## config.mk

```make
export PLATFORM = sky130hd
export DESIGN_NAME = load_wb_align
export DESIGN_NICKNAME = d
export VERILOG_FILES = /design/src/rtl/load_wb_align.sv
export SDC_FILE = /design/constraint.sdc
export NUM_CORES = 1
export LEC_CHECK = 0
export ABC_AREA = 1
export CAP_MARGIN = 20
export CORE_UTILIZATION = 47
export CTS_CLUSTER_SIZE = 14
export DETAILED_ROUTE_END_ITERATION = 12
export HOLD_SLACK_MARGIN = 0.08
export PLACE_DENSITY = 0.86
export SLEW_MARGIN = 20
export SYNTH_ARGS = -nofsm -noshare
export SYNTH_HDL_FRONTEND = slang
export SYNTH_SLANG_ARGS = --single-unit
```

## constraint.sdc

```tcl
create_clock -name clk -period 6.7 [get_ports clk]
set_clock_uncertainty 0.05 [all_clocks]
set_input_delay 2.01 -clock clk [delete_from_list [all_inputs] [get_ports clk]]
set_output_delay 2.01 -clock clk [all_outputs]
set_load 0.05 [all_outputs]
```

## src/rtl/load_wb_align.sv

```systemverilog
// ---------------------------------------------------------------------------
// load_wb_align
//
// Load-return and writeback alignment stage. Load control and address are
// registered at the X/WB boundary so that the one-cycle synchronous read
// latency of the DMEM/BIOS BRAMs lines up with the WB stage. In WB the raw
// word is chosen by address region, then aligned and sign/zero-extended by
// funct3. The block also owns the MMIO read mux and the cycle/instruction
// counters.
//
// Optional feature macro: MMIO_COUNTERS_EN
//   defined   -> cycle/instruction counters and the reset-on-write register
//   undefined -> no counter flops, counter reads return 0, writes ignored
//
// Ports:
//   clk, rst         core clock, synchronous active-high reset
//   stall            pipeline stall, WB-side state holds
//   ex_valid         X-stage instruction valid
//   ex_mem_read      X-stage instruction is a load
//   ex_mem_write     X-stage instruction is a store
//   ex_funct3        instr[14:12] of the X-stage instruction
//   ex_addr          effective address from the ALU
//   wb_retire        one instruction retires this cycle
//   dmem_dout        DMEM read data (valid the cycle after the address)
//   bios_dout        BIOS read data (valid the cycle after the address)
//   uart_rx_data     UART received byte
//   uart_rx_valid    UART byte available
//   uart_tx_ready    UART transmitter idle
//   uart_rx_ack      one-cycle pulse when the rx byte is consumed
//   wb_load_valid    wb_load_data belongs to a load in WB
//   wb_load_data     aligned, extended load result
// ---------------------------------------------------------------------------
module load_wb_align #(
    parameter int WIDTH = 32
) (
    input  logic             clk,
    input  logic             rst,
    input  logic             stall,
    input  logic             ex_valid,
    input  logic             ex_mem_read,
    input  logic             ex_mem_write,
    input  logic [2:0]       ex_funct3,
    input  logic [WIDTH-1:0] ex_addr,
    input  logic             wb_retire,
    input  logic [WIDTH-1:0] dmem_dout,
    input  logic [WIDTH-1:0] bios_dout,
    input  logic [7:0]       uart_rx_data,
    input  logic             uart_rx_valid,
    input  logic             uart_tx_ready,
    output logic             uart_rx_ack,
    output logic             wb_load_valid,
    output logic [WIDTH-1:0] wb_load_data
);

    localparam logic [31:0] ADDR_UART_STAT = 32'h8000_0000;
    localparam logic [31:0] ADDR_UART_RX   = 32'h8000_0004;
    localparam logic [31:0] ADDR_CYCLE     = 32'h8000_0010;
    localparam logic [31:0] ADDR_INSTR     = 32'h8000_0014;

    logic             ld_v;
    logic [2:0]       funct3_q;
    logic [3:0]       region;
    logic [1:0]       offset;
    logic [WIDTH-1:0] io_word;
    logic             rx_load;
    logic             first_wb;
    logic             hold_v;
    logic [WIDTH-1:0] hold_word;

    logic [31:0]      cycle_cnt;
    logic [31:0]      instr_cnt;
    logic [WIDTH-1:0] io_next;
    logic [WIDTH-1:0] sel_word;
    logic [WIDTH-1:0] raw_word;
    logic [WIDTH-1:0] ext_word;
    logic [7:0]       byte_sel;
    logic [15:0]      half_sel;

`ifdef MMIO_COUNTERS_EN
    localparam logic [31:0] ADDR_CNT_CLR = 32'h8000_0018;

    logic cnt_clear;

    // A store to the clear address zeroes both counters, winning over any
    // increment (including a retire) in the same cycle.
    assign cnt_clear = ex_valid & ex_mem_write & ~stall & (ex_addr == ADDR_CNT_CLR);

    always_ff @(posedge clk) begin
        if (rst || cnt_clear) begin
            cycle_cnt <= '0;
            instr_cnt <= '0;
        end else begin
            cycle_cnt <= cycle_cnt + 32'd1;
            if (wb_retire) begin
                instr_cnt <= instr_cnt + 32'd1;
            end
        end
    end
`else
    logic unused_cnt_inputs;

    assign cycle_cnt         = '0;
    assign instr_cnt         = '0;
    assign unused_cnt_inputs = wb_retire ^ ex_mem_write;
`endif

    // MMIO reads are resolved in X so counter reads return the value present
    // during the load's X cycle; the result is registered into io_word.
    always_comb begin
        io_next = '0;
        case (ex_addr)
            ADDR_UART_STAT: io_next = {30'b0, uart_rx_valid, uart_tx_ready};
            ADDR_UART_RX:   io_next = {24'b0, uart_rx_data};
            ADDR_CYCLE:     io_next = cycle_cnt;
            ADDR_INSTR:     io_next = instr_cnt;
            default:        io_next = '0;
        endcase
    end

    // first_wb marks the first WB cycle of whatever was captured; it drops on
    // any stall so the UART ack cannot repeat while the load sits in WB.
    always_ff @(posedge clk) begin
        if (rst) begin
            ld_v     <= 1'b0;
            funct3_q <= '0;
            region   <= '0;
            offset   <= '0;
            io_word  <= '0;
            rx_load  <= 1'b0;
            first_wb <= 1'b0;
        end else if (!stall) begin
            ld_v     <= ex_valid & ex_mem_read;
            funct3_q <= ex_funct3;
            region   <= ex_addr[31:28];
            offset   <= ex_addr[1:0];
            io_word  <= io_next;
            rx_load  <= (ex_addr == ADDR_UART_RX);
            first_wb <= 1'b1;
        end else begin
            first_wb <= 1'b0;
        end
    end

    // The BRAM outputs are only valid in the first WB cycle, so the raw word
    // is snapshotted on the first stalled cycle and used until stall drops.
    always_ff @(posedge clk) begin
        if (rst) begin
            hold_v    <= 1'b0;
            hold_word <= '0;
        end else if (stall) begin
            if (ld_v && !hold_v) begin
                hold_v    <= 1'b1;
                hold_word <= sel_word;
            end
        end else begin
            hold_v <= 1'b0;
        end
    end

    always_comb begin
        sel_word = '0;
        case (region)
            4'b0001, 4'b0011: sel_word = dmem_dout;
            4'b0100:          sel_word = bios_dout;
            4'b1000:          sel_word = io_word;
            default:          sel_word = '0;
        endcase
    end

    assign raw_word = hold_v ? hold_word : sel_word;

    always_comb begin
        byte_sel = raw_word[7:0];
        case (offset)
            2'd0: byte_sel = raw_word[7:0];
            2'd1: byte_sel = raw_word[15:8];
            2'd2: byte_sel = raw_word[23:16];
            2'd3: byte_sel = raw_word[31:24];
            default: byte_sel = raw_word[7:0];
        endcase
    end

    assign half_sel = offset[1] ? raw_word[31:16] : raw_word[15:0];

    always_comb begin
        ext_word = raw_word;
        case (funct3_q)
            3'b000:  ext_word = {{24{byte_sel[7]}}, byte_sel};
            3'b001:  ext_word = {{16{half_sel[15]}}, half_sel};
            3'b100:  ext_word = {24'b0, byte_sel};
            3'b101:  ext_word = {16'b0, half_sel};
            default: ext_word = raw_word;
        endcase
    end

    assign wb_load_valid = ld_v;
    assign wb_load_data  = ld_v ? ext_word : '0;
    assign uart_rx_ack   = ld_v & rx_load & first_wb;

endmodule

```

* Yosys cells after proc, flatten, opt, wreduce, memory -nomap -nowiden
Index checks and enable logic that the tools add are counted.
Cells by class: bitwise operators 4, reduce and logical (&&, ||, !) cells 7, equality and inequality tests 12, $add $sub $neg 0, magnitude comparators 0, div/mod/pow operators 0, multiply operators 0, shift operators 0, muxes and demuxes 8
Operators with widths (count):
- $pmux 32 s4 | 1
- $pmux 32 s3 | 1
- $eq 32x32->1 const B | 2
- $mux 32 | 2
- $pmux 8 s4 | 1
- $mux 16 | 1
- $pmux 8 s2 | 1
- $eq 3x3->1 const B | 2
- $eq 2x2->1 const B | 2
- $eq 4x1->1 const B | 1
- $eq 4x2->1 const B | 1
- $eq 4x3->1 const B | 1
- $eq 4x4->1 const B | 1
- $reduce_or 2->1 | 2
- $and 1x1->1 | 3
- $eq 3x1->1 const B | 1
- $logic_not 3->1 | 1
- $eq 2x1->1 const B | 1
- $logic_not 2->1 | 1
- $reduce_and 2->1 | 1
- $logic_and 1x1->1 | 1
- $logic_not 1->1 | 1
- $mux 1 | 1
- $not 1->1 | 1
Storage, ports and cells: output and inout port bits 34, ROM bits 0, bits in writable memories 0, input port bits 116, latch bits 0, word-level logic and storage cells 40, bits in registers 77, memories 0

* Longest topological paths before layout
Gate-level depths: netlist of run 1.
depth in word-level cells 7, depth in mapped cells 12, gate-level depth less buffers 12

* Least setup slack after synthesis of run 1
Ideal clock, no wire load.
kind input port to output port, start point input port dmem_dout[31], end point output port wb_load_data[7], slack 1.043 ns, arrival time 3.597 ns, cell stages on the path 8, buffers on the path 0, data required time 4.640 ns, cells stage by stage nand4_1 -> nand3_1 -> nand3_1 -> nand2_1 -> inv_2 -> nand2_2 -> a21oi_1 -> nor3_1
On the way: longest elaborated chain between the ends 5
Ends and longest elaborated chain:
- start: declaration | RTL line 45 | input logic [WIDTH-1:0] dmem_dout,
- $pmux 32 s3 | RTL line 162 | case (region)
- $mux 32 | RTL line 170 | assign raw_word = hold_v ? hold_word : sel_word;
- $pmux 8 s4 | RTL line 174 | case (offset)
- $pmux 32 s4 | RTL line 187 | case (funct3_q)
- $mux 32 | RTL line 197 | assign wb_load_data = ld_v ? ext_word : '0;
- end: declaration | RTL line 52 | output logic [WIDTH-1:0] wb_load_data
No other way between the ends.

* Final worst setup path of run 1
start point input port dmem_dout[23], end point output port wb_load_data[11]
The elaborated chain is that of the path after synthesis.

==> results of run 1 <==
==> routing by layer <==
| metal | up-vias | share of wire, % | GRT usage [%] |
|---|---|---|---|
| met5 | - | 0 | 0 |
| met4 | 0 | 3.2 | 12.6 |
| met3 | 34 | 6.4 | 4.29 |
| met2 | 206 | 50 | 49.1 |
| met1 | 1989 | 40 | 34.2 |
| li1 | 2215 | - | - |
==> cells by family (layout without fill, tap and decap cells) <==
logic type      after synthesis  in the layout
simple gates                263            263
compound gates              156            156
buf+inv                     125            250
flops                        53             53
==> flip-flops by register name (all words and copies together) (netlist names) <==
| signal | flops |
|---|---|
| wb_load_valid | 1 |
| hold_word | 32 |
| rx_load | 1 |
| first_wb | 1 |
| offset | 2 |
| io_word | 8 |
| region | 4 |
| hold_v | 1 |
| funct3_q | 3 |
==> per-stage QoR <==
stage / instances / total power [mW] / hold WS (ps) / util (%) / worst slack [ps]
after global routing: 821 / 0.778 / 437 / 70.3 / 186
after CTS: 821 / 0.744 / 417 / 70.3 / 313
after detailed placement: 813 / 0.556 / 397 / 69.1 / 315
final: 821 / 0.743 / 417 / 70.3 / 290
after global placement: 813 / 0.551 / 390 / 69.1 / 372
after floorplan: 597 / 0.455 / 376 / - / 1040
==> area by class of cell <==
cell class | instances | area [sq um]
Multi-Input combinational cell | 419 | 2130
Tap cell | 99 | 124
Fill cell | 618 | 2200
Inverter | 91 | 342
Timing Repair Buffer | 151 | 1460
Clock buffer | 5 | 68.8
Clock inverter | 3 | 21.3
Sequential cell | 53 | 1060
==> power breakdown <==
part / leakage (nW) / switching, mW / internal, mW / total [mW]
logic: 1.74 / 0.114 / 0.102 / 0.215
registers: 0.431 / 0.0116 / 0.325 / 0.336
clock network: 0.0445 / 0.117 / 0.0745 / 0.191
==> cell usage after synthesis, drive strengths merged <==
cell	number
a21oi	41
a22o	10
buf	14
clkbuf	20
clkinv	4
dfxtp	53
inv	87
nand2	131
nand3	57
nand3b	1
nand4	11
nor2	51
nor3	4
nor4	6
o211ai	28
o21a	7
o21ai	70
or2	2
==> worst min-delay path: cells and delay by family, from the launching register on <==
kind             cells  cell delay [ps]
DFF                  1              320
and+or+nand+nor      2              110
==> final timing paths <==
kind / start / end / cells after the start
setup reg to reg: wb_load_valid / hold_word[12] / 5
hold reg to reg: io_word[5] / io_word[5] / 2
setup / recovery: dmem_dout[23] / wb_load_data[11] / 10
hold / removal: io_word[5] / io_word[5] / 2
==> impl_metrics.py, run 1 <==
metrics = {
    "synth": {
        "synth-seq-cells": 53,
        "ys_seq_area_share_pct": 28.8,
        "syn_nets": 713,
        "synthMuxAreaShare_pct": 0,
        "netlist.area_leader.share_pct": 28.8,
        "synth_xor_area_share_pct": 0,
        "synth_top_family_by_area": "simple AND/OR/NAND/NOR gates",
        "synth_compound_gate_area_share_pct": 24.7,
        "synthSimpleGateAreaFrac_pct": 32.9,
        "yosysWarnings": 0,
        "syn_avg_cell_area_sq_um": 6.17,
        "ys_types": 31,
        "synth_area_leaders": "dfxtp_1 (29%), nand2_1 (12%), o21ai_0 (8.6%), inv_1 (8.4%), nand3_1 (7.3%)",
        "yosys.area.top_type": "dfxtp_1",
        "syn_inst": 597,
        "yosys.area_share.adder_pct": 0,
        "synthesis.area_sq_mm": 0.00368,
    },
    "die": {
        "rows": 31,
        "initial_core_util_pct": 49.7,
        "die_w_um": 90.5,
        "num_io_pins": 150,
        "die_y_um": 90.5,
        "coreArea_sq_mm": 0.00741,
        "dieArea_sq_mm": 0.00819,
    },
    "routing": {
        "vias_per_cell": 5.41,
        "routed_wl_mm": 11.9,
        "wl_per_cell_um": 14.5,
        "drc": 0,
        "dr.pass1.iters": 5,
        "num_vias": 4444,
        "ant_nets": 0,
        "drtIter0Drc": 328,
    },
    "global_routing": {
        "grt_pass1_wl_mm": 18.9,
        "grt_pass1_vias": 4185,
        "grt-ovfl-total": 0,
        "antenna_found_initial": 0,
        "grt_max_degree": 39,
        "grt_use_total_pct": 28.2,
    },
    "clocking": {
        "clk_pin_slew_worst_paths_ps": 100,
        "cts-resized-gates": 0,
        "insertion_delay_ps": 320,
        "htreeDepth": 2,
        "root_buffer": "clkbuf_8",
        "post_cts_buffers": 0,
        "cts_buffer_depth": 2,
        "clock_sink_count": 53,
        "cts_tree": "built",
        "cts_buffers": 5,
        "hold_buffers": 0,
    },
    "sta": {
        "setup_viol": 0,
        "slew_headroom_pct": 36.4,
        "worst_pin_slew_ps": 948,
        "fin_crit_sh_pct": 95.7,
        "max_freq_mhz": 156,
        "tns_ps": 0,
        "maxSlewViolCount": 0,
        "rsz0062_at_grt": "no",
        "hold_viol": 0,
        "post-route-min-period_ps": 6410,
    },
    "power_and_ir_drop": {
        "power.density_mw_per_mm2": 143,
        "ir_drop_v": 0.0000808,
        "p_leak_nw": 2.21,
    },
    "worst_setup_path": {
        "start_kind": "input port",
        "critPathBufInv": 2,
        "cp-end-kind": "output pin",
        "worstSetupPathType": "input port to output pin",
        "worstPathRequired_ps": 4640,
        "cpMaxStageDelayCell": "clkdlybuf4s50_1",
        "path_delay_family": "buffers and inverters",
        "r2r_setup_slack_ps": 3620,
        "cp_slowest_stage_delay_ps": 840,
        "worstPathMaxFanout": 9,
        "cp.arrival_ps": 4350,
        "crit_path_frequent_cell": "nand2_1",
        "crit_chain": "clkdlybuf4s50_1, nand4_1, nand2_1, nand2_1, nand3_1, nand2_1, nand2_2, nand3_4, a21oi_1, clkdlybuf4s50_1",
    },
    "run_status": {
        "outcome": "complete, no violations",
    },
    "cells_and_area": {
        "area_growth_pct": 41.5,
        "layout_common_cells": "clkdlybuf4s50_1 (131), nand2_1 (122), inv_1 (82)",
        "layout-drive-gt1-share_pct": 8.45,
        "fin_nets": 837,
        "layout_commonest_cell": "clkdlybuf4s50_1",
        "fin_area_sq_mm": 0.00521,
        "antennaDiodeCount": 0,
    },
    "placement": {
        "postPlaceCellArea_sq_mm": 0.00512,
        "placement.io_buffers": 147,
        "place_hpwl_mm": 8.94,
        "gp_congestion": 0.901,
    },
    "job": {
        "drv_cap": 0,
    },
    "worst_hold_path": {
        "hold_class": "flop to flop",
    },
}
(Power assumes the default switching activity.)
==> run 2, diff against run 1 <==
--- a/config.mk
+++ b/config.mk
@@ -7,11 +7,12 @@
 export LEC_CHECK = 0
 export ABC_AREA = 1
 export CAP_MARGIN = 20
-export CORE_UTILIZATION = 47
+export CORE_UTILIZATION = 48
+export CTS_BUF_LIST = sky130_fd_sc_hd__clkbuf_2 sky130_fd_sc_hd__clkbuf_4 sky130_fd_sc_hd__clkbuf_8
 export CTS_CLUSTER_SIZE = 14
 export DETAILED_ROUTE_END_ITERATION = 12
 export HOLD_SLACK_MARGIN = 0.08
-export PLACE_DENSITY = 0.86
+export PLACE_DENSITY = 0.88
 export SLEW_MARGIN = 20
 export SYNTH_ARGS = -nofsm -noshare
 export SYNTH_HDL_FRONTEND = slang
==> run 2 against run 1 <==
Die area decreased by 2.0%. Global-route usage increased by 0.97 points. Flip-flop and latch count unchanged. Via count increased by 1.7%. Worst setup slack improved by 22 ps. Total power increased by 0.22%. Largest cell class unchanged. Largest power group unchanged. Highest routed layer unchanged.
==> impl_metrics.py, run 2 (same netlist as run 1, synthesis figures left out) <==
metrics = {
    "global_routing": {
        "grt_pass1_vias": 4040,
        "grt_max_degree": 39,
        "grt_use_total_pct": 29.2,
        "antenna_found_initial": 0,
        "grt_pass1_wl_mm": 18.2,
        "grt-ovfl-total": 0,
    },
    "worst_setup_path": {
        "worstPathMaxFanout": 2,
        "cp.arrival_ps": 4330,
        "worstSetupPathType": "input port to output pin",
        "worstPathRequired_ps": 4640,
        "start_kind": "input port",
        "cp-end-kind": "output pin",
    },
    "clocking": {
        "clock_sink_count": 53,
        "insertion_delay_ps": 310,
        "htreeDepth": 2,
        "cts_buffer_depth": 2,
        "clk_pin_slew_worst_paths_ps": 100,
        "root_buffer": "clkbuf_8",
        "hold_buffers": 0,
        "cts_buffers": 5,
        "cts-resized-gates": 0,
        "cts_tree": "built",
        "post_cts_buffers": 0,
    },
    "routing": {
        "wl_per_cell_um": 14.4,
        "drc": 0,
        "drtIter0Drc": 254,
        "ant_nets": 0,
        "dr.pass1.iters": 5,
        "vias_per_cell": 5.50,
        "routed_wl_mm": 11.8,
        "num_vias": 4519,
    },
    "cells_and_area": {
        "fin_nets": 838,
        "layout_commonest_cell": "clkdlybuf4s50_1",
        "layout-drive-gt1-share_pct": 8.58,
        "layout_common_cells": "clkdlybuf4s50_1 (131), nand2_1 (122), inv_1 (82)",
        "reg_top3": "hold_word x32, io_word x8, region x4",
        "largest_register_ffs": 32,
        "regMostFlops": "hold_word",
        "area_growth_pct": 42.0,
        "antennaDiodeCount": 0,
        "fin_area_sq_mm": 0.00523,
        "utilization_pct": 71.3,
    },
    "power_and_ir_drop": {
        "power.density_mw_per_mm2": 142,
        "p_leak_nw": 2.22,
        "ir_drop_v": 0.0000944,
        "swShare_pct": 32.1,
        "p_int_uw": 505,
        "p_sw_uw": 239,
        "pwr-share-seq_pct": 45.2,
        "power_uw": 744,
        "combPwrFrac_pct": 29.1,
        "p_clk_share_pct": 25.6,
    },
    "sta": {
        "post-route-min-period_ps": 6390,
        "worst_pin_slew_ps": 905,
        "hold_viol": 0,
        "max_freq_mhz": 157,
        "rsz0062_at_grt": "no",
        "maxSlewViolCount": 0,
        "slew_headroom_pct": 39.3,
        "fin_crit_sh_pct": 95.3,
        "fin_ws_ps": 312,
        "setup_viol": 0,
        "tns_ps": 0,
    },
    "placement": {
        "place_hpwl_mm": 9.08,
        "placement.io_buffers": 147,
        "gp_congestion": 0.876,
        "post-place-ws_ps": 358,
        "postPlaceCellArea_sq_mm": 0.00514,
    },
    "worst_hold_path": {
        "hold_class": "flop to flop",
    },
    "die": {
        "coreArea_sq_mm": 0.00733,
        "dieArea_sq_mm": 0.00803,
        "num_io_pins": 150,
        "rows": 31,
        "initial_core_util_pct": 50.2,
        "die_w_um": 89.6,
        "die_y_um": 89.6,
    },
    "job": {
        "drv_cap": 0,
    },
    "run_status": {
        "outcome": "complete, no violations",
    },
}
## run 2: cell types whose count changed in the layout (fill, tap and decap cells not counted), sizes merged
cell,previous run,this run
clkbuf,5,6
buf,20,21
inv,88,87
clkinv,5,4
clkinvlp,1,2
## run 2: layout make-up
class | count | area [sq um]
tap | 99 | 124
timing repair buffer | 152 | 1480
multi-input combinational | 419 | 2130
clock buffer | 6 | 76.3
fill | 626 | 2100
inverter | 91 | 342
clock inverter | 2 | 15.0
sequential | 53 | 1060
## run 2: per-layer routing
metal	wire length (um)	vias to the layer above	global-route usage, %
met1	4900	2083	36.9
met2	5900	193	50.9
met3	812	22	4.39
li1	-	2221	-
met5	0	-	0
met4	203	0	9.81
## run 2: per-stage QoR
step / instances / hold slack [ps]
after global placement: 813 / 390
after floorplan: 597 / 376
after global routing: 822 / 452
after detailed placement: 814 / 408
after CTS: 822 / 424
final: 822 / 427
## run 2: critical path: stages
cell and delay [ps]:
clkdlybuf4s50_1 460, inv_1 40, o21ai_0 240, inv_1 80, nand2_1 80, nand3_1 130
nand3_1 190, nand2_1 60, a21oi_1 180, clkdlybuf4s50_1 850
## run 2: power groups by stage
| stage | Sequential [mW] | Combinational [mW] | Clock (mW) |
|---|---|---|---|
| final | 0.337 | 0.217 | 0.191 |
| after global placement | 0.343 | 0.209 | 0 |
| after global routing | 0.338 | 0.236 | 0.202 |
| after detailed placement | 0.343 | 0.215 | 0 |
| after CTS | 0.336 | 0.215 | 0.190 |
| after floorplan | 0.337 | 0.118 | 0 |
## run 2: path summary, 6_finish.rpt
check                start  depth (start not counted)               to  slack, ps
max          bios_dout[24]                         10  wb_load_data[8]        310
min             io_word[5]                          2       io_word[5]        430
max reg2reg  wb_load_valid                          6    hold_word[16]       3660
min reg2reg     io_word[5]                          2       io_word[5]        430
